File: config.mk
export PLATFORM = sky130hd
export DESIGN_NAME = top
export DESIGN_NICKNAME = d
export VERILOG_FILES = /design/src/rtl/top.sv
export SDC_FILE = /design/constraint.sdc
export NUM_CORES = 1
export LEC_CHECK = 0
export ABC_AREA = 1
export CAP_MARGIN = 25
export CORE_ASPECT_RATIO = 1.25
export CORE_UTILIZATION = 40
export CTS_BUF_LIST = sky130_fd_sc_hd__clkbuf_4 sky130_fd_sc_hd__clkbuf_8
export CTS_CLUSTER_SIZE = 8
export DETAILED_ROUTE_END_ITERATION = 6
export DONT_BUFFER_PORTS = 1
export PLACE_DENSITY_LB_ADDON = 0.12
export SLEW_MARGIN = 15
export SYNTH_ARGS = -nofsm -noshare
export SYNTH_HDL_FRONTEND = slang
export SYNTH_SLANG_ARGS = --single-unit
File: constraint.sdc
create_clock -name clk -period 6.4 [get_ports clk]
set_input_delay 0.32 -clock clk [delete_from_list [all_inputs] [get_ports clk]]
set_output_delay 0.32 -clock clk [all_outputs]
set_load 0.03 [all_outputs]
File: src/rtl/top.sv
`default_nettype none
// ---------------------------------------------------------------------------
// top : tick-driven PC sequencer with 3-level nested interrupts, hex display
// rev 1.0
// ---------------------------------------------------------------------------
module top #(
  parameter int ISR_LEN  = 8,
  parameter int SCAN_LSB = 14
) (
  input  logic       clk,
  input  logic       clr,
  input  logic       Go,
  input  logic [2:0] Show,
  input  logic [1:0] Hz,
  input  logic       inter1,
  input  logic       inter2,
  input  logic       inter3,
  output logic       clk_N,
  output logic [7:0] SEG,
  output logic [7:0] AN,
  output logic [3:0] probe,
  output logic       inter_running1,
  output logic       inter_running2,
  output logic       inter_running3
);

  localparam logic [31:0] ISR_BYTES = 32'(4 * ISR_LEN);
  localparam logic [31:0] JMP_PC    = 32'h0000_003C;

  logic [23:0]         div_cnt;
  logic [SCAN_LSB+2:0] scan_cnt;
  logic [31:0]         pc;
  logic [31:0]         count_all;
  logic [31:0]         count_jmp;
  logic [31:0]         count_int;
  logic [1:0]          level;
  logic [31:0]         epc         [0:3];
  logic [1:0]          saved_level [0:3];
  logic [3:1]          pending;
  logic                clk_n_r;

  logic        tick;
  logic        active;
  logic        entry;
  logic [1:0]  hi_pend;
  logic [2:0]  clr_mask;
  logic [31:0] isr_end;
  logic [2:0]  scan_idx;
  logic [31:0] disp_val;
  logic [3:0]  nibble;

  always_comb begin
    unique case (Hz)
      2'd0:    tick = 1'b1;
      2'd1:    tick = &div_cnt[1:0];
      2'd2:    tick = &div_cnt[15:0];
      default: tick = &div_cnt[23:0];
    endcase
  end

  always_comb begin
    if (pending[3])      hi_pend = 2'd3;
    else if (pending[2]) hi_pend = 2'd2;
    else if (pending[1]) hi_pend = 2'd1;
    else                 hi_pend = 2'd0;
  end

  assign active  = tick & Go;
  assign entry   = active && (hi_pend > level);
  assign isr_end = {22'd0, level, 8'd0} + ISR_BYTES;

  always_comb begin
    clr_mask = 3'b000;
    if (entry) begin
      unique case (hi_pend)
        2'd1:    clr_mask = 3'b001;
        2'd2:    clr_mask = 3'b010;
        2'd3:    clr_mask = 3'b100;
        default: clr_mask = 3'b000;
      endcase
    end
  end

  always_ff @(posedge clk) begin
    if (clr) begin
      div_cnt   <= '0;
      scan_cnt  <= '0;
      clk_n_r   <= 1'b0;
      pending   <= '0;
      pc        <= '0;
      level     <= '0;
      count_all <= '0;
      count_jmp <= '0;
      count_int <= '0;
      for (int i = 0; i < 4; i++) begin
        epc[i]         <= '0;
        saved_level[i] <= '0;
      end
    end else begin
      div_cnt  <= div_cnt + 24'd1;
      scan_cnt <= scan_cnt + 1'b1;
      if (tick) clk_n_r <= ~clk_n_r;
      // a fresh request on the same clk as its entry re-arms the bit
      pending <= (pending & ~clr_mask) | {inter3, inter2, inter1};
      if (active) begin
        if (entry) begin
          epc[hi_pend]         <= pc;
          saved_level[hi_pend] <= level;
          pc                   <= {22'd0, hi_pend, 8'd0};
          level                <= hi_pend;
          count_int            <= count_int + 32'd1;
        end else if ((level != 2'd0) && (pc == isr_end)) begin
          pc    <= epc[level];
          level <= saved_level[level];
        end else begin
          count_all <= count_all + 32'd1;
          if ((level == 2'd0) && (pc == JMP_PC)) begin
            pc        <= '0;
            count_jmp <= count_jmp + 32'd1;
          end else begin
            pc <= pc + 32'd4;
          end
        end
      end
    end
  end

  always_comb begin
    unique case (Show)
      3'd0:    disp_val = pc;
      3'd1:    disp_val = count_all;
      3'd2:    disp_val = count_jmp;
      3'd3:    disp_val = count_int;
      3'd4:    disp_val = {30'd0, level};
      default: disp_val = '0;
    endcase
  end

  assign scan_idx = scan_cnt[SCAN_LSB+2:SCAN_LSB];
  assign nibble   = disp_val[{scan_idx, 2'b00} +: 4];
  assign AN       = ~(8'd1 << scan_idx);

  always_comb begin
    SEG[7] = 1'b1;
    unique case (nibble)
      4'h0: SEG[6:0] = 7'h40;
      4'h1: SEG[6:0] = 7'h79;
      4'h2: SEG[6:0] = 7'h24;
      4'h3: SEG[6:0] = 7'h30;
      4'h4: SEG[6:0] = 7'h19;
      4'h5: SEG[6:0] = 7'h12;
      4'h6: SEG[6:0] = 7'h02;
      4'h7: SEG[6:0] = 7'h78;
      4'h8: SEG[6:0] = 7'h00;
      4'h9: SEG[6:0] = 7'h10;
      4'hA: SEG[6:0] = 7'h08;
      4'hB: SEG[6:0] = 7'h03;
      4'hC: SEG[6:0] = 7'h46;
      4'hD: SEG[6:0] = 7'h21;
      4'hE: SEG[6:0] = 7'h06;
      default: SEG[6:0] = 7'h0E;
    endcase
  end

  assign clk_N          = clk_n_r;
  assign probe          = {Go, level, clk_n_r};
  assign inter_running1 = (level == 2'd1);
  assign inter_running2 = (level == 2'd2);
  assign inter_running3 = (level == 2'd3);

endmodule
`default_nettype wire

Yosys cells after proc, flatten, opt, wreduce, memory -nomap -nowiden
Memory sizes are Yosys's and may differ from the RTL's. A register that Yosys moved wholly into a read port is not among the register bits.
Index checks and enable logic that the tools add are counted.
W data, S select, Z words.
- flip-flop bits (word level): 175
- bits in writable memories: 136
- memory bits (read-only): 112
- input bits: 11
- output and inout port bits: 24
- logic and storage cells: 89
- memories kept: 3
- $add $sub $neg: 7
- magnitude comparators: 1
- equality and inequality tests: 14
- shift operators: 2
- mux-type cells: 28
- bitwise gates (word level): 8
- reductions and logical operators: 17
- memories (name ; words ; bits a word ; rd ports ; clocked after memory_dff ; wr ports ; line ; source):
    epc ; 4 ; 32 ; 1 ; 1 ; 4 ; 37 ; logic [31:0] epc [0:3];
    (no name shown) ; 16 ; 7 ; 1 ; 0 ; 0 ; 145 ; unique case (nibble)
    saved_level ; 4 ; 2 ; 1 ; 1 ; 4 ; 38 ; logic [1:0] saved_level [0:3];
- operator list (cell ; number):
    $pmux W32 S5 ; 1
    $mux W32 ; 4
    $add A32 B1 Y32 const B ; 3
    $add A32 B3 Y32 const B ; 1
    $eq A32 B11 Y1 ; 1
    $eq A32 B6 Y1 const B ; 1
    $reduce_or A32 Y1 ; 1
    $shiftx A32 B6 Y4 ; 1
    $add A24 B1 Y24 const B ; 1
    $reduce_and A24 Y1 ; 1
    $mux W2 ; 11
    $add A17 B1 Y17 const B ; 1
    $reduce_and A16 Y1 ; 1
    $add A10 B6 Y11 const B ; 1
    $eq A2 B2 Y1 const B ; 5
    $mux W1 ; 9
    $pmux W3 S3 ; 1
    $not A8 Y8 ; 1
    $shl A1 B3 Y8 const A ; 1
    $eq A2 B1 Y1 const B ; 3
    $eq A3 B2 Y1 const B ; 2
    $reduce_and A2 Y1 ; 3
    $logic_not A2 Y1 ; 2
    $reduce_and A4 Y1 ; 1
    other kinds (15) ; 20

Depth between registers and ports, before layout
- depth after elaboration: 11
- gate-level depth with buffers: 18
- depth with buffers taken out: 16

Worst setup path after synthesis
No wires, ideal clock.
- kind: register to register
- start: reg level[1]
- end: mem epc[3][0], enable pin
- setup time: 0.472 ns
- arrival time: 4.495 ns
- setup slack: 1.432 ns
- stages on the path, launching flop included: 9
- period minus slack after synthesis: 4.968 ns
- cells stage by stage: dfxtp_1 buf_2 inv_1 ha_1 a22oi_1 nand3_4 buf_2 clkbuf_1 o21ai_0
- RTL lines (item ; line ; source):
    start, declared ; 36 ; logic [1:0] level;
    start signal, assigned ; 110 ; level <= hi_pend;
    start signal, assigned ; 114 ; level <= saved_level[level];
    end, declared ; 37 ;

==> impl_metrics.json <==
{
  "drc_errors": 0,
  "synth.most_common_cell": "nand2_1",
  "postSynthCellCount": 2593,
  "max_stage_delay_ns": 0.82,
  "wl_per_cell_um": 19.04,
  "power_mw": 4.278,
  "seq_area_frac_synth_pct": 42.12,
  "r2r_start": "level[1]",
  "fp-row-count": 86,
  "leakage_nw": 7.405,
  "place.gp.congestion": 0.9759,
  "insertion_delay_ns": 0.67,
  "yosys.area.top_type_share_pct": 22.55,
  "cp_num_buf_inv": 3,
  "clock_skew_ns": 0.05243,
  "synth_edf_count": 136,
  "synth_top_cell_by_area": "edfxtp_1",
  "overflow": 0,
  "slowest_stage": "dfxtp_1",
  "finalSetupTns_ns": 0,
  "grt_pass1_wl_mm": 93.98,
  "maxCapViolations": 0,
  "grt_pass1_vias": 16680,
  "ant_nets": 0,
  "finalNetCount": 2570,
  "crit_path_start_kind": "flop",
  "ys_types": 45,
  "rsz0062_at_grt": "no",
  "drive_above_1_share_pct": 5.336,
  "max-vdd-ir-drop_mv": 0.1801,
  "initial_core_util_pct": 40.84,
  "drt-initial-drc-count": 1198,
  "numPortBuffers": 0,
  "syn_avg_cell_area_sq_um": 6.983,
  "die_h_um": 239.9,
  "hold_path_depth": 3,
  "cts_buffers": 55,
  "period_share_pct": 65.59,
  "relSlewSlack_pct": 42.67,
  "final_max_slew_viol_count": 0,
  "io_pins": 35,
  "hold_start": "Go",
  "fin_cells": 3158,
  "synth_area_sq_mm": 0.01811,
  "areaGrowthSynthToFinish_pct": 8.416,
  "core-area_sq_mm": 0.04433,
  "cp-end-kind": "flop",
  "cp_cell_sequence": "inv_1 > ha_1 > nand2_1 > a22oi_1 > nand3_4 > inv_2 > nand3_1 > nand2_1 > buf_4",
  "dpl.hpwl_mm": 42.90,
  "cts_tree": "done",
  "powerDensity_mw_per_mm2": 217.9,
  "num_antenna_cells": 0,
  "crit_fanout": 34,
  "fill_cells": 4675,
  "post_cts_resize_count": 0,
  "htreeDepth": 2,
  "root_buffer": "clkbuf_8",
  "clockBufferDepth": 3,
  "cp_common_cell": "nand2_1",
  "clk_pin_slew_ns": 0.06,
  "fin_crit_ns": 4.198,
  "drt-total-wl_mm": 60.14,
  "hold_viol_final": 0,
  "whs_ns": 0.04656,
  "async_flop_share_pct": 0,
  "synth_ff_type": "dfxtp_1",
  "clock_sinks": 313,
  "via_per_inst": 5.473,
  "syn_nets": 2617,
  "r2r_end": "epc[1][21]",
  "post_cts_buffers": 0,
  "hold_path_class": "in -> reg",
  "required_ns": 6.65,
  "seq_area_sq_mm": 0.007629,
  "multi_input_area_sq_mm": 0.009134,
  "ys_ff_latch": 313,
  "synth_warnings": 0,
  "max_slew.worst_pin.slew_ns": 0.8590,
  "place_inst": 3055,
  "setup_viol": 0,
  "r2r_setup_slack_ns": 2.20,
  "fmax_mhz": 238.2,
  "min_to": "pc[9]",
  "critPathArrivalTime_ns": 4.45,
  "run_status": "complete, no violations",
  "netlist_top_cells_area": "edfxtp_1 (23%), dfxtp_1 (20%), nand2_1 (15%), nor2_1 (8.1%), a21oi_1 (5.1%)",
  "synth_common_cells": "nand2_1 (727), nor2_1 (391), inv_1 (210)",
  "path_delay_family": "buffers and inverters",
  "firstDrtPassIters": 5,
  "antenna_found_initial": 0,
  "rr_worst_depth": 9,
  "grt_max_degree": 133,
  "dieArea_sq_mm": 0.04613,
  "grt_use_total_pct": 26.34,
  "vias": 17280,
  "worst-setup-path-type": "reg -> reg",
  "die_x_um": 192.3
}
[flip-flops by register name (all words and copies together), names as in the netlist, 2 cells and up, named ones only]
name,count
count_jmp,32
div_cnt,24
count_int,32
count_all,32
scan_cnt,17
pc,32
level,2
saved_level,8
pending,3
epc,128
[logic make-up after synthesis]
group / after synthesis / synth area share, %
flip-flops: 313 / 42.12
adder cells (fa/ha/maj): 13 / 0.8983
AO/OA/AOI/OAI: 314 / 9.473
XOR/XNOR: 90 / 4.353
buffers and inverters: 351 / 7.559
AND/OR/NAND/NOR: 1511 / 35.57
other: 1 / 0.02071
[report_power, final]
| part | switching [mW] | leakage, nW | internal (mW) | total, mW |
|---|---|---|---|---|
| logic | 0.184 | 3.98 | 0.0508 | 0.235 |
| registers | 0.0232 | 2.84 | 2.13 | 2.15 |
| clock network | 0.882 | 0.590 | 1.01 | 1.89 |
[timing repair]
| action | CTS | global route |
|---|---|---|
| hold buffers | 6 | 0 |
| hold endpoints to repair | 139 | 0 |
| setup endpoints to repair | 0 | 0 |
[worst min-delay path, stage by stage]
cell and delay, ns:
nand3_4 0.15, o21ai_0 0.10, nor2_1 0.09
[routing by layer]
layer / vias up / share of wire (%) / global-route usage, %
met5: - / 0 / 0
met2: 494 / 48 / 44.69
met1: 8171 / 43 / 32.95
met3: 139 / 5.2 / 4.087
met4: 0 / 4.1 / 11.14
li1: 8479 / - / -
[placed cells by master, fill, tap and decap left out, drive strengths merged, types with 4 or more instances in the layout]
cell	count
inv	218
and3	5
a32o	12
nor4	15
xnor2	13
nand3	133
clkinv	24
o21ai	82
ha	13
buf	18
nand3b	4
clkbuf	79
xor2	77
a21oi	183
nand4	114
nor3b	5
o211ai	10
dlygate4sd3	5
nor2	399
nand2	731
nor3	101
o22ai	8
edfxtp	136
a22oi	11
dfxtp	177
[metrics by stage]
step	utilization (%)	setup slack, ns	area [sq um]
2_1_floorplan	-	1.432	18110
3_5_place_dp	41.63	2.270	18450
6_report	44.28	2.202	19630
3_3_place_gp	41.59	2.396	18440
5_1_grt	44.28	1.916	19630
4_1_cts	44.28	2.194	19630
[worst max-delay path by stage]
stage / start / to / depth (start not counted)
floorplan: level[1] / epc[3][0] / 8
global placement: level[1] / epc[0][17] / 9
detailed placement: level[1] / epc[1][17] / 9
CTS: level[1] / epc[1][20] / 9
global route: level[1] / epc[1][20] / 9
finish: level[1] / epc[1][21] / 9
[area by class of cell]
class | count | share of cell area [%]
Sequential cell | 313 | 38.86
Clock buffer | 79 | 5.156
Multi-Input combinational cell | 1929 | 46.53
Timing Repair Buffer | 23 | 1.083
Tap cell | 572 | 3.646
Inverter | 224 | 4.283
Clock inverter | 18 | 0.4461
No activity file was read; power rests on OpenSTA's default activity.
